--- config.mk ---
export PLATFORM = sky130hd
export DESIGN_NAME = mac_div_seq_flat
export DESIGN_NICKNAME = d
export VERILOG_FILES = /design/src/rtl/mac_div_seq_if.sv /design/src/rtl/mac_div_seq.sv /design/src/flat_wrapper.sv
export SDC_FILE = /design/constraint.sdc
export NUM_CORES = 1
export LEC_CHECK = 0
export ABC_CLOCK_PERIOD_IN_PS = 2600
export CAP_MARGIN = 5
export CORE_MARGIN = 8
export CORE_UTILIZATION = 49
export DETAILED_ROUTE_END_ITERATION = 7
export MAX_ROUTING_LAYER = met4
export PLACE_DENSITY = 0.76
export SLEW_MARGIN = 5
export SYNTH_ARGS = -nofsm -noshare
export SYNTH_HDL_FRONTEND = slang
export SYNTH_SLANG_ARGS = --single-unit
--- constraint.sdc ---
create_clock -name clk -period 2.6 [get_ports clk]
set_clock_uncertainty 0.1 [all_clocks]
set_input_delay 0.65 -clock clk [delete_from_list [all_inputs] [get_ports clk]]
set_output_delay 0.65 -clock clk [all_outputs]
set_load 0.02 [all_outputs]
--- src/rtl/mac_div_seq_if.sv ---
// Divider request/result bundle: master drives operands and start, slave returns results.
interface mac_div_seq_if #(
  parameter int WIDTH = 16
);
  logic             en;
  logic             start;
  logic [WIDTH-1:0] dividend;
  logic [WIDTH-1:0] divisor;
  logic             busy;
  logic             done;
  logic [WIDTH-1:0] quotient;
  logic [WIDTH-1:0] remainder;
  logic             div_by_zero;

  modport master (
    output en, start, dividend, divisor,
    input  busy, done, quotient, remainder, div_by_zero
  );

  modport slave (
    input  en, start, dividend, divisor,
    output busy, done, quotient, remainder, div_by_zero
  );
endinterface

--- src/rtl/mac_div_seq.sv ---
// Restoring unsigned divider, one quotient bit per enabled edge; done 1 cycle after the last step (immediately on /0).
// No backpressure: start is only taken in IDLE, and en=0 freezes every register including done.
module mac_div_seq #(
  parameter int WIDTH = 16,
  parameter int CNT_W = 5
) (
  input  logic         clk,
  input  logic         rst_n,
  mac_div_seq_if.slave bus
);

  typedef enum logic [1:0] {
    S_IDLE = 2'd0,
    S_CALC = 2'd1,
    S_DONE = 2'd2
  } state_t;

  state_t           r_state;
  logic [CNT_W-1:0] r_cnt;
  // Partial remainder stays below the divisor, so its top (sign) bit is always 0 and is not stored.
  logic [WIDTH-1:0] r_rem;
  logic [WIDTH-1:0] r_q;
  logic [WIDTH-1:0] r_d;
  logic             r_busy;
  logic             r_done;
  logic [WIDTH-1:0] r_quot;
  logic [WIDTH-1:0] r_remd;
  logic             r_dbz;

  logic [WIDTH:0]   w_s;
  logic [WIDTH:0]   w_t;
  logic             w_neg;
  logic [WIDTH-1:0] w_rem_nxt;
  logic [WIDTH-1:0] w_q_nxt;

  assign w_s       = {r_rem, r_q[WIDTH-1]};
  assign w_t       = w_s + {1'b1, ~r_d} + (WIDTH+1)'(1);
  assign w_neg     = w_t[WIDTH];
  assign w_rem_nxt = w_neg ? w_s[WIDTH-1:0] : w_t[WIDTH-1:0];
  assign w_q_nxt   = {r_q[WIDTH-2:0], ~w_neg};

  always_ff @(posedge clk or negedge rst_n) begin
    if (!rst_n) begin
      r_state <= S_IDLE;
      r_cnt   <= '0;
      r_rem   <= '0;
      r_q     <= '0;
      r_d     <= '0;
      r_busy  <= 1'b0;
      r_done  <= 1'b0;
      r_quot  <= '0;
      r_remd  <= '0;
      r_dbz   <= 1'b0;
    end else if (bus.en) begin
      case (r_state)
        S_IDLE: begin
          if (bus.start) begin
            r_q    <= bus.dividend;
            r_d    <= bus.divisor;
            r_rem  <= '0;
            r_cnt  <= '0;
            r_busy <= 1'b1;
            if (bus.divisor == '0) begin
              r_state <= S_DONE;
              r_done  <= 1'b1;
              r_quot  <= '1;
              r_remd  <= bus.dividend;
              r_dbz   <= 1'b1;
            end else begin
              r_state <= S_CALC;
            end
          end
        end
        S_CALC: begin
          r_q   <= w_q_nxt;
          r_rem <= w_rem_nxt;
          r_cnt <= r_cnt + CNT_W'(1);
          if (r_cnt == CNT_W'(WIDTH-1)) begin
            r_state <= S_DONE;
            r_done  <= 1'b1;
            r_quot  <= w_q_nxt;
            r_remd  <= w_rem_nxt;
            r_dbz   <= 1'b0;
          end
        end
        S_DONE: begin
          r_state <= S_IDLE;
          r_busy  <= 1'b0;
          r_done  <= 1'b0;
        end
        default: begin
          r_state <= S_IDLE;
          r_busy  <= 1'b0;
          r_done  <= 1'b0;
        end
      endcase
    end
  end

  assign bus.busy        = r_busy;
  assign bus.done        = r_done;
  assign bus.quotient    = r_quot;
  assign bus.remainder   = r_remd;
  assign bus.div_by_zero = r_dbz;

endmodule

--- src/flat_wrapper.sv ---
// flat-port wrapper written by rule: the top's interface ports become plain ports
module mac_div_seq_flat 
#(
  parameter int WIDTH = 16,
  parameter int CNT_W = 5
)
  (clk, rst_n, bus_en, bus_start, bus_dividend, bus_divisor, bus_busy, bus_done, bus_quotient, bus_remainder, bus_div_by_zero);
  mac_div_seq_if #(.WIDTH(WIDTH)) bus_i ();
  input  logic clk;
  input  logic rst_n;
  input wire logic [$bits(bus_i.en)-1:0] bus_en;
  input wire logic [$bits(bus_i.start)-1:0] bus_start;
  input wire logic [$bits(bus_i.dividend)-1:0] bus_dividend;
  input wire logic [$bits(bus_i.divisor)-1:0] bus_divisor;
  output wire logic [$bits(bus_i.busy)-1:0] bus_busy;
  output wire logic [$bits(bus_i.done)-1:0] bus_done;
  output wire logic [$bits(bus_i.quotient)-1:0] bus_quotient;
  output wire logic [$bits(bus_i.remainder)-1:0] bus_remainder;
  output wire logic [$bits(bus_i.div_by_zero)-1:0] bus_div_by_zero;
  assign bus_i.en = bus_en;
  assign bus_i.start = bus_start;
  assign bus_i.dividend = bus_dividend;
  assign bus_i.divisor = bus_divisor;
  assign bus_busy = bus_i.busy;
  assign bus_done = bus_i.done;
  assign bus_quotient = bus_i.quotient;
  assign bus_remainder = bus_i.remainder;
  assign bus_div_by_zero = bus_i.div_by_zero;
  mac_div_seq #(.WIDTH(WIDTH), .CNT_W(CNT_W)) u_core (.clk(clk), .rst_n(rst_n), .bus(bus_i));
endmodule
After elaboration in Yosys (flattened, before gate mapping)

Cells that the tools add are included.

Reduce and logical (&&, ||, !) cells: 9
Eq/ne operators: 5
Muxes and demuxes: 27
Add/subtract/negate cells: 3
Bitwise logic cells: 3

Operators with widths:

| operator                                              | number |
|---|---|
| two-way mux 16 bit                                    | 9 |
| case mux 16 bit (2 select lines)                      | 4 |
| adder 17 x 1 -> 17 bit, second input constant         | 1 |
| adder 17 bit                                          | 1 |
| zero test 16 bit                                      | 1 |
| NOT 16 bit                                            | 1 |
| AND reduction 3 bit                                   | 4 |
| case mux 5 bit (2 select lines)                       | 1 |
| two-way mux 2 bit                                     | 3 |
| case mux 1 bit (2 select lines)                       | 3 |
| adder 5 x 1 -> 5 bit, second input constant           | 1 |
| == test 5 x 4 -> 1 bit, second input constant         | 1 |
| two-way mux 1 bit                                     | 5 |
| two-way mux 5 bit                                     | 1 |
| AND reduction 5 bit                                   | 1 |
| inequality test 2 x 1 -> 1 bit, second input constant | 2 |
| case mux 2 bit (2 select lines)                       | 1 |
| AND reduction 4 bit                                   | 1 |
| == test 2 x 1 -> 1 bit, second input constant         | 1 |
| zero test 2 bit                                       | 1 |
| inequality test 2 bit, second input constant          | 1 |
| NOT 1 bit                                             | 2 |
| nonzero test 2 bit                                    | 1 |

Logic and storage cells: 57
Bits in registers: 90
Bits of input ports: 36
Output and inout port bits: 35

Logic depth before layout (Yosys ltp)

Gate-level depths: netlist of run 1.

Word-level depth: 6
Mapped depth: 12
Gate-level depth less buffers: 11

Worst setup path after synthesis of run 1

OpenSTA, ideal clock, no wires.

Path kind: flip-flop to flip-flop
From: register u_core.r_q[15]
To: register u_core.r_remd[10] (netlist: u_core.bus.remainder[10])
Data required time: 2.373 ns
Data arrival time: 2.536 ns
Path buffers: 1
Path slack: -0.163 ns
Library setup time: 0.127 ns
Cell stages (with the launch flop): 13
Cell sequence: dfrtp_1 > inv_1 > ha_1 > inv_1 > fa_1 > a211oi_1 > o211ai_1 > a31oi_1 > o21ai_2 > xor2_4 > buf_8 > mux2i_1 > o21ai_1

Longest elaborated chain between the ends: 5

RTL lines:

| element                          | line              | source |
|---|---|---|
| start, declared                  | mac_div_seq.sv:22 | `logic [WIDTH-1:0] r_q;` |
| start signal, assigned           | mac_div_seq.sv:58 | `r_q <= bus.dividend;` |
| start signal, assigned           | mac_div_seq.sv:75 | `r_q <= w_q_nxt;` |
| adder 17 bit                     | mac_div_seq.sv:37 | `assign w_t = w_s + {1'b1, ~r_d} + (WIDTH+1)'(1);` |
| adder 17 x 1 -> 17 bit           | mac_div_seq.sv:37 |  |
| two-way mux 16 bit               | mac_div_seq.sv:39 | `assign w_rem_nxt = w_neg ? w_s[WIDTH-1:0] : w_t[WIDTH-1:0];` |
| two-way mux 16 bit               | mac_div_seq.sv:78 | `if (r_cnt == CNT_W'(WIDTH-1)) begin` |
| case mux 16 bit (2 select lines) | mac_div_seq.sv:55 | `case (r_state)` |
| end signal, assigned             | mac_div_seq.sv:67 | `r_remd <= bus.dividend;` |
| end signal, assigned             | mac_div_seq.sv:82 | `r_remd <= w_rem_nxt;` |
| end, declared                    | mac_div_seq.sv:27 | `logic [WIDTH-1:0] r_remd;` |

No other way between the ends. The select of a mux whose other input is x is not followed.
A chain may end at the register's enable or synchronous reset.

Final worst setup path of run 1

From: register u_core.r_q[15]
To: register u_core.r_remd[0] (netlist: u_core.bus.remainder[0])

Longest elaborated chain between the ends: 5

RTL lines:

| element                            | line |
|---|---|
| adder 17 bit                       | mac_div_seq.sv:37 |
| adder 17 x 1 -> 17 bit             | mac_div_seq.sv:37 |
| two-way mux 16 bit *               | mac_div_seq.sv:39 |
| two-way mux 16 bit *               | mac_div_seq.sv:78 |
| case mux 16 bit (2 select lines) * | mac_div_seq.sv:55 |

Every way passes the cells marked *; elsewhere a longest branch is shown, timed or not. The select of a mux whose other input is x is not followed.

==> reports/qor.txt, run 1 <==
=================================================================================================================
Number of antenna violations at the first check in global routing ..................................            0
Top cells by instance count after synthesis ........................................................ dfrtp_1, nand2_1, nor2_1
HPWL after DPL .....................................................................................      9381 µm
Synthesized net count ..............................................................................          573
Data required, critical path .......................................................................      2.80 ns
Routability Congestion .............................................................................       0.8583
Area fraction in compound gates after synthesis ....................................................       18.82%
Max-slew headroom ..................................................................................       66.38%
Sinks on Clock Net .................................................................................           90
Post-DR vias/cell ..................................................................................        5.388
Top-area cell type share of the netlist area .......................................................       47.77%
CTS Buf Count ......................................................................................            9
CTS hold repair buffers ............................................................................            0
Number of global-route vias before repair ..........................................................         4119
Tightest hold margin ...............................................................................    0.1325 ns
Flops & latches, synth .............................................................................           90
Highest ir drop seen on vdd ........................................................................  0.0005625 V
Y dimension of the die .............................................................................     114.1 µm
Status ............................................................................................. complete, but fails checks
Area growth, synth to finish .......................................................................       35.77%
Leading cell type by number of instances after synthesis ...........................................      dfrtp_1
Via count ..........................................................................................         4149
Ratio of final minimum period to clock period ......................................................       104.4%
Distinct cell type count after synthesis ...........................................................           51
Fin. max-slew vios .................................................................................            0
Biggest area contributors in the synthesized netlist ............................................... dfrtp_1, nand2_1, ha_1
Actual transition at the worst max-transition pin ..................................................    0.5043 ns
Area of the die ....................................................................................    13020 µm²
Pin count of the biggest net entering global routing ...............................................           40
Maximum level of the CTS H-tree ....................................................................            3
Arithmetic-cell share of the synthesized area counting full adders, half adders and majority gates .       5.202%
Number of fillers in the final layout ..............................................................          768
Total length of routed wires .......................................................................     12460 µm
Time the final worst path needs with I/O delays and setup ..........................................     2.714 ns
Hold/Removal Path Class ............................................................................ input pin to async pin
Count of max-cap constraint violations .............................................................            0
Post-Syn Instances .................................................................................          518
Combinational family with the most area after synthesis ............................................ compound AO/OA/AOI/OAI gates
Largest fanout on the critical path ................................................................            5
Total track usage ..................................................................................       20.41%
Top flip-flop cell by instance count after synthesis ...............................................      dfrtp_1
First-pass GRT wire length .........................................................................     20500 µm
Worst setup SP type ................................................................................         flop
Cell accounting for the most synthesized area ......................................................      dfrtp_1
IO Pins ............................................................................................           71
Routed length per instance .........................................................................     16.18 µm
Setup TNS ..........................................................................................    -1.253 ns
Critical Path End Type .............................................................................         flop
Nets ...............................................................................................          688
Initial Util .......................................................................................       49.37%
Number of remaining DRC errors .....................................................................            0
Width of the die ...................................................................................     114.1 µm
Average cell area after synthesis ..................................................................    9.101 µm²
Layout cells sized above 1 .........................................................................       19.78%
Clock tree from TritonCTS ..........................................................................        built
Category of the critical setup timing path ......................................................... flop to flop
Total core area ....................................................................................     9549 µm²
Number of enable-type register cells in the synthesized netlist ....................................            0
Maximum count of clock buffers along a single path .................................................            2
Final antenna diode count ..........................................................................            0
Number of iterations in the first detailed-routing pass ............................................            6
Antenna violation net count after detailed routing .................................................            0
Overflow left after global routing .................................................................            0
Clock slew at reported path FFs ....................................................................      0.10 ns
Drt initial violations .............................................................................          234
Number of placement rows ...........................................................................           36
Mapped cell area ...................................................................................     4715 µm²
Final count of negative-setup-slack endpoints ......................................................           29
Number of warnings reported in the yosys synthesis log .............................................            0
Setup WS post-layout ...............................................................................   -0.1136 ns
Power density over the cells .......................................................................  1551 nW/µm²
Fraction of registers with async set/reset .........................................................       100.0%
Lkg Pwr ............................................................................................     2.816 nW
Post-synthesis xor/xnor area fraction ..............................................................       3.715%
Violated checks .................................................................................... negative setup slack
Fmax ...............................................................................................    368.5 MHz
Final number of hold-violating endpoints ...........................................................            0
Area fraction in and, or, nand and nor cells after synthesis .......................................       15.74%
Register area share after synthesis ................................................................       47.77%
RSZ-0062 raised after global routing ...............................................................          yes
Worst skew pair latency ............................................................................      0.37 ns
Clock Tree Root ....................................................................................     clkbuf_8
Critical path arrival ..............................................................................      2.91 ns
Multiplexer share of the synthesized area ..........................................................       3.025%
PortBufs ...........................................................................................           70
=================================================================================================================
## what timing repair did
action | CTS | global route
setup buffers | 3 | 0
setup endpoints to repair | 30 | 43
gates resized for setup | 17 | 42
hold endpoints to repair | 0 | 0
pin swaps | 3 | 11
## sequential cells by signal, indices dropped and copies added (netlist names)
name	cells
u_core.bus.done	1
u_core.r_d	16
u_core.bus.busy	1
u_core.bus.remainder	16
u_core.bus.div_by_zero	1
u_core.r_rem	16
u_core.r_state	2
u_core.bus.quotient	16
u_core.r_q	16
u_core.r_cnt	5
## worst paths after layout
| check | from | end | slack (ns) | depth (start not counted) |
|---|---|---|---|---|
| max | u_core.r_q[15] | u_core.bus.remainder[0] | -0.11 | 12 |
| min | rst_n | u_core.r_q[3] | 0.13 | 1 |
| max reg2reg | u_core.r_q[15] | u_core.bus.remainder[0] | -0.11 | 12 |
| min reg2reg | u_core.bus.done | u_core.bus.done | 0.40 | 2 |
| max in group asynchronous | rst_n | u_core.r_q[15] | 1.62 | 2 |
| min in group clk | u_core.bus.done | u_core.bus.done | 0.40 | 2 |
## per-stage QoR
| stage | utilization (%) | cells | setup WS, ns | power (W) | area [µm²] |
|---|---|---|---|---|---|
| 2_1_floorplan | - | 518 | -0.09112 | 0.005896 | 4726 |
| 3_3_place_gp | 62.40 | 753 | -0.1679 | 0.007848 | 5958 |
| 3_5_place_dp | 62.40 | 753 | -0.2706 | 0.007994 | 5958 |
| 4_1_cts | 65.28 | 771 | -0.08553 | 0.009308 | 6233 |
| 5_1_grt | 67.03 | 770 | -0.2731 | 0.01062 | 6401 |
| 6_report | 67.03 | 770 | -0.1136 | 0.009930 | 6401 |
## metal layers
layer / track usage, % / vias to the layer above / routed length (µm)
met5: - / - / 0
met4: 7.010 / 0 / 192
met3: 3.534 / 16 / 628
met2: 32.93 / 111 / 5891
met1: 25.48 / 2000 / 5743
li1: - / 2022 / -
## power by group
part / total (W) / internal, W / switching, W
Combinational: 0.00644 / 0.00306 / 0.00338
Sequential: 0.00252 / 0.00205 / 0.000469
Clock: 0.000970 / 0.000442 / 0.000528
Total: 0.00993 / 0.00556 / 0.00437
## layout by cell type, fill, tap and decap left out, types with 11 or more instances in the layout
| cell type | n |
|---|---|
| o21ai_1 | 16 |
| a31oi_1 | 34 |
| dfrtp_1 | 90 |
| buf_4 | 57 |
| nor2_1 | 46 |
| a21oi_1 | 11 |
| inv_1 | 35 |
| o21ai_0 | 29 |
| ha_1 | 15 |
| clkdlybuf4s50_1 | 69 |
| nand2_1 | 87 |
## final cells by class
cell class | count | area [µm²] | area share (%)
inverter | 36 | 135.1 | 2.111
sequential | 90 | 2252 | 35.18
multi-input combinational | 364 | 2431 | 37.98
timing repair buffer | 132 | 1225 | 19.14
tap | 133 | 166.4 | 2.600
clock inverter | 6 | 67.56 | 1.056
clock buffer | 9 | 123.9 | 1.935
## cells by family (layout without fill, tap and decap cells)
| kind of cell | after synthesis | in the layout |
|---|---|---|
| buffers and inverters | 64 | 183 |
| AO/OA/AOI/OAI | 140 | 140 |
| flip-flops | 90 | 90 |
| multiplexers | 14 | 14 |
| adder cells (fa/ha/maj) | 19 | 19 |
| AND/OR/NAND/NOR | 174 | 174 |
| XOR/XNOR | 17 | 17 |
## worst max-delay path, cell delays in order, from the launching register on
cell and delay, ns:
dfrtp_1 0.38, inv_1 0.06, ha_2 0.17, inv_2 0.04, fa_2 0.34, a211oi_2 0.20
o211ai_1 0.14, a31oi_1 0.20, o21ai_2 0.15, xnor2_2 0.22, buf_4 0.18, or3_4 0.32
a41oi_2 0.15
(Power assumes the default switching activity.)
==> run 2, diff against run 1 <==
CTS_CLUSTER_DIAMETER = 120   (was default)
==> results of run 2 <==
No change in the layout: final DEF, timing and power equal those of run 1.
==> run 3, diff against run 2 <==
ABC_CLOCK_PERIOD_IN_PS = default   (was 2600)
==> results of run 3 <==
No change in the layout: final DEF, timing and power equal those of run 1.
==> RTL edit 1 (flow settings as in run 2) <==
One comparison of `r_cnt` changes from == to >=.
--- a/src/rtl/mac_div_seq.sv
+++ b/src/rtl/mac_div_seq.sv
@@ -77,3 +77,3 @@
           r_cnt <= r_cnt + CNT_W'(1);
-          if (r_cnt == CNT_W'(WIDTH-1)) begin
+          if (r_cnt >= CNT_W'(WIDTH-1)) begin
             r_state <= S_DONE;
Behaviour: same outputs for any inputs over 10 cycles, from zero or initial values and one cycle with rst_n low; that may be too few to reach the edited logic, so the function may still have changed.
==> RTL edit 1 against run 2 <==
Largest cell class unchanged. Wire length is 6.5% higher. Total power is 2.3% higher. Sequential cell count stayed put. The flow still finishes with violations (negative setup slack). Cell area is 1.2% higher. Synthesized area hardly changed. Setup slack worse by 0.15 ns. Hold slack better by 0.044 ns. Via count is 4.3% higher.
==> RTL edit 1: results (changes against run 2) <==
The tools report the number of library cell types mapped by synthesis as 46 (-9.8%). For the half-perimeter wire length of the detailed placement result, the log shows 9.71 mm (+3.5%). After synthesis, the most frequently instantiated cells are dfrtp_1, nand2_1, o21ai_0.

The number of inverters outside the clock class in the layout is 34 (-5.6%). The average footprint of a synthesized cell is 9.04 µm² (-0.63%). Sum of routed wire segments on met1: 5.67 mm (-1.3%). The run gives 4271 (+3.7%) as the number of global-route vias before repair. Sorting the synthesized cells by area gives the leading types as dfrtp_1, nand2_1, o21ai_0.

The final critical-path setup slack was -0.261 ns (-0.147 ns); the fraction of final layout cells sized beyond drive strength 1 was 0.221 (+0.0232). For the final-layout setup total negative slack, the log shows -6.31 ns (-5.06 ns). Wire length reported by the detailed router: 13.3 mm (+6.5%).

For the worst hold slack, the log shows 0.177 ns (+0.0443 ns). The worst ir drop on vdd was 0.00100 V (+79%). The via-per-instance ratio works out to 5.51 (+2.3%). The logs give 369 (+1.4%) for the multi-input logic cell count and 6.71 mm (+14%) for the sum of met2 wire segment lengths after detailed routing.

The adder and majority cell fraction of the synthesized area works out to 0.0520 (about the same). The first-pass iteration count of the detailed router is 7 (+1), and the fraction of the mapped netlist area in compound gates is 0.221 (+0.0333). The run gives 576 (+0.52%) as the post-synthesis net count. The number of fill cells came out at 724 (-5.7%).

The net switching share of the total power was 0.459 (+0.0185); the amount of wire on met3 after detailed routing was 518 µm (-18%). The run gives 13000 µm² (about the same) as the die area. For the number of failing setup endpoints in the final timing report, the log shows 34 (+17%). The share of cell area taken by muxes after synthesis was 0.0138 (-0.0164).

The growth of design area from synthesis to finish works out to 37.5%. The most critical setup path has its endpoint at u_core.bus.remainder[5]$_DFFE_PN0P_. The post-synthesis share of cell area spent on xor and xnor gates is 0.0297 (-0.00742). For the final weighted congestion in routability-driven placement, the log shows 0.911 (+6.2%).

The sequential cell area in the final layout came out at 2250 µm² (about the same). The tools report the number of nets in the layout as 707 (+2.8%). The flow ran to the end, but the final reports show violations. The number of buffers other than clock buffers in the final layout came out at 148 (+12%).

The checks that failed: negative setup slack. The largest incremental delay on the critical path works out to 0.41 ns (+0.03 ns). The biggest fanout along the worst timing path was 6 (+1); the arrival time reported for the critical path endpoint was 3.04 ns (+0.13 ns). The logs give 2.86 nW (+1.6%) for the leakage power and -0.348 ns (-0.0775 ns) for the worst setup timing slack at the placement stage. The post-detailed-placement cell area was 6030 µm² (+1.3%).
-- RTL edit 1: what timing repair did --
action | 4_1_cts | 5_1_grt
pin swaps | 23 | 22
buffers inserted | 4 | 6
gates resized for setup | 26 | 26
endpoints found under the setup margin | 34 | 50
cloned | 0 | 0
-- RTL edit 1: layer usage --
| metal | vias to the layer above | global-route usage |
|---|---|---|
| li1 | 2078 | - |
| met1 | 2098 | 0.254 |
| met5 | - | - |
| met3 | 27 | 0.0264 |
| met2 | 123 | 0.345 |
| met4 | 0 | 0.0932 |
-- RTL edit 1: power by group through the flow --
stage                     sequential (W)  combinational (W)  clock [W]
after floorplan                  0.00279            0.00342          0
after global placement           0.00258            0.00582          0
after detailed placement         0.00261            0.00596          0
after CTS                        0.00260            0.00628   0.000905
after global routing             0.00268            0.00722   0.000961
final                            0.00261            0.00665   0.000894
==> RTL edit 2 (settings of run 2) <==
Made on the original files. `WIDTH` is set to 16 in 3 places; all go to 18.
--- a/src/rtl/mac_div_seq_if.sv
+++ b/src/rtl/mac_div_seq_if.sv
@@ -2,3 +2,3 @@
 interface mac_div_seq_if #(
-  parameter int WIDTH = 16
+  parameter int WIDTH = 18
 );
--- a/src/rtl/mac_div_seq.sv
+++ b/src/rtl/mac_div_seq.sv
@@ -3,3 +3,3 @@
 module mac_div_seq #(
-  parameter int WIDTH = 16,
+  parameter int WIDTH = 18,
   parameter int CNT_W = 5
--- a/src/flat_wrapper.sv
+++ b/src/flat_wrapper.sv
@@ -3,3 +3,3 @@
 #(
-  parameter int WIDTH = 16,
+  parameter int WIDTH = 18,
   parameter int CNT_W = 5
Interface: changed (resized bus_dividend, bus_divisor, bus_quotient and bus_remainder); port bits go from 71 to 79. The function was not compared with the original's and may differ.
==> RTL edit 2 against run 2 <==
The flow still finishes with violations (negative setup slack). Synthesized cell count increased by 18%. Synthesized area increased by 18%. Wire length up 23%. Total power up 20%. Setup slack improved by 0.0029 ns. Sequential cell count is 10 higher. Critical path depth did not move. Cell area up 22%. Critical path type unchanged.
==> RTL edit 2: results (changes against run 2) <==
The final critical-path setup slack came out at -0.111 ns (+0.00294 ns). The root buffer cell is clkbuf_16. The tools report the insertion delay to the later sink of the worst-skew pair as 0.34 ns (-0.03 ns). For the proportion of synthesized chip area in sequential cells, the log shows 0.450 (-0.0274). The number of failing setup endpoints in the final timing report was 34 (+17%); the power attributed to combinational cells was 0.00783 W (+22%). The number of fill cells is 825 (+7.4%), and the number of cells in the design after placement is 872 (+16%). The logs give 0.269 (+0.0142) for the met1 track demand over resource and 375 (+60%) for the number of violations reported at the end of detailed-routing iteration 0. The tools report the pin count of the biggest net entering global routing as 47 (+18%).

The final reports fail on negative setup slack. Largest incremental delay on the critical path: 0.47 ns (+0.09 ns). Broken down by cell family, the worst path's largest delay share belongs to simple AND/OR/NAND/NOR gates. The run finished, with violations left. Ranked by total cell area, the synthesized netlist is headed by dfrtp_1, o21ai_0, nand2_1. The sum of routed wire segments on met1 was 6.69 mm (+16%). The post-cts sizing count is 46 (+29).

The post-synthesis cell count came out at 613 (+18%). The number of nets in the layout was 814 (+18%); the adder and majority cell fraction of the synthesized area was 0.0486 (-0.00338). Number of global-route vias before repair: 5057 (+23%). The worst setup timing slack at the placement stage was -0.422 ns (-0.151 ns). The post-CTS clock slew at the launch and capture registers of the worst setup and hold paths was 0.08 ns (-0.02 ns). The final weighted congestion in routability-driven placement came out at 0.858 (about the same).

The post-detailed-placement cell area is 7020 µm² (+18%). For the required time at the endpoint of the critical path, the log shows 2.78 ns (-0.02 ns). The tools report the first-pass iteration count of the detailed router as 4 (-2).

The tools report the sum of met2 wire segment lengths after detailed routing as 7.45 mm (+26%). By count the netlist is led by nand2_1, dfrtp_1, o21ai_0. The post-synthesis share of cell area spent on xor and xnor gates was 0.0302 (-0.00698); the number of cells in the finished layout apart from fillers was 900 (+17%). The amount of wire on met3 after detailed routing is 977 µm (+56%).
==> RTL edit 2: changes by cell type after synthesis, sizes merged, moves of 17 or more <==
| cell | before | now |
|---|---|---|
| nand2 | 87 | 104 |
| o21ai | 51 | 100 |
| o31ai | 3 | 27 |
| mux2i | 12 | 34 |
| nor2 | 49 | 31 |
| a31oi | 34 | 5 |
==> RTL edit 2: final cells by class <==
class | count | share of cell area
Timing Repair Buffer | 165 | 0.198
Clock inverter | 6 | 0.00738
Sequential cell | 100 | 0.321
Clock buffer | 9 | 0.0289
Inverter | 31 | 0.0149
Multi-Input combinational cell | 446 | 0.407
Tap cell | 143 | 0.0229
==> RTL edit 2: metrics by stage <==
stage | util | TNS [ns]
finish | 0.695 | -2.34
global route | 0.695 | -6.55
CTS | 0.681 | -1.50
detailed placement | 0.625 | -13.03
global placement | 0.625 | -9.43
floorplan | - | 0
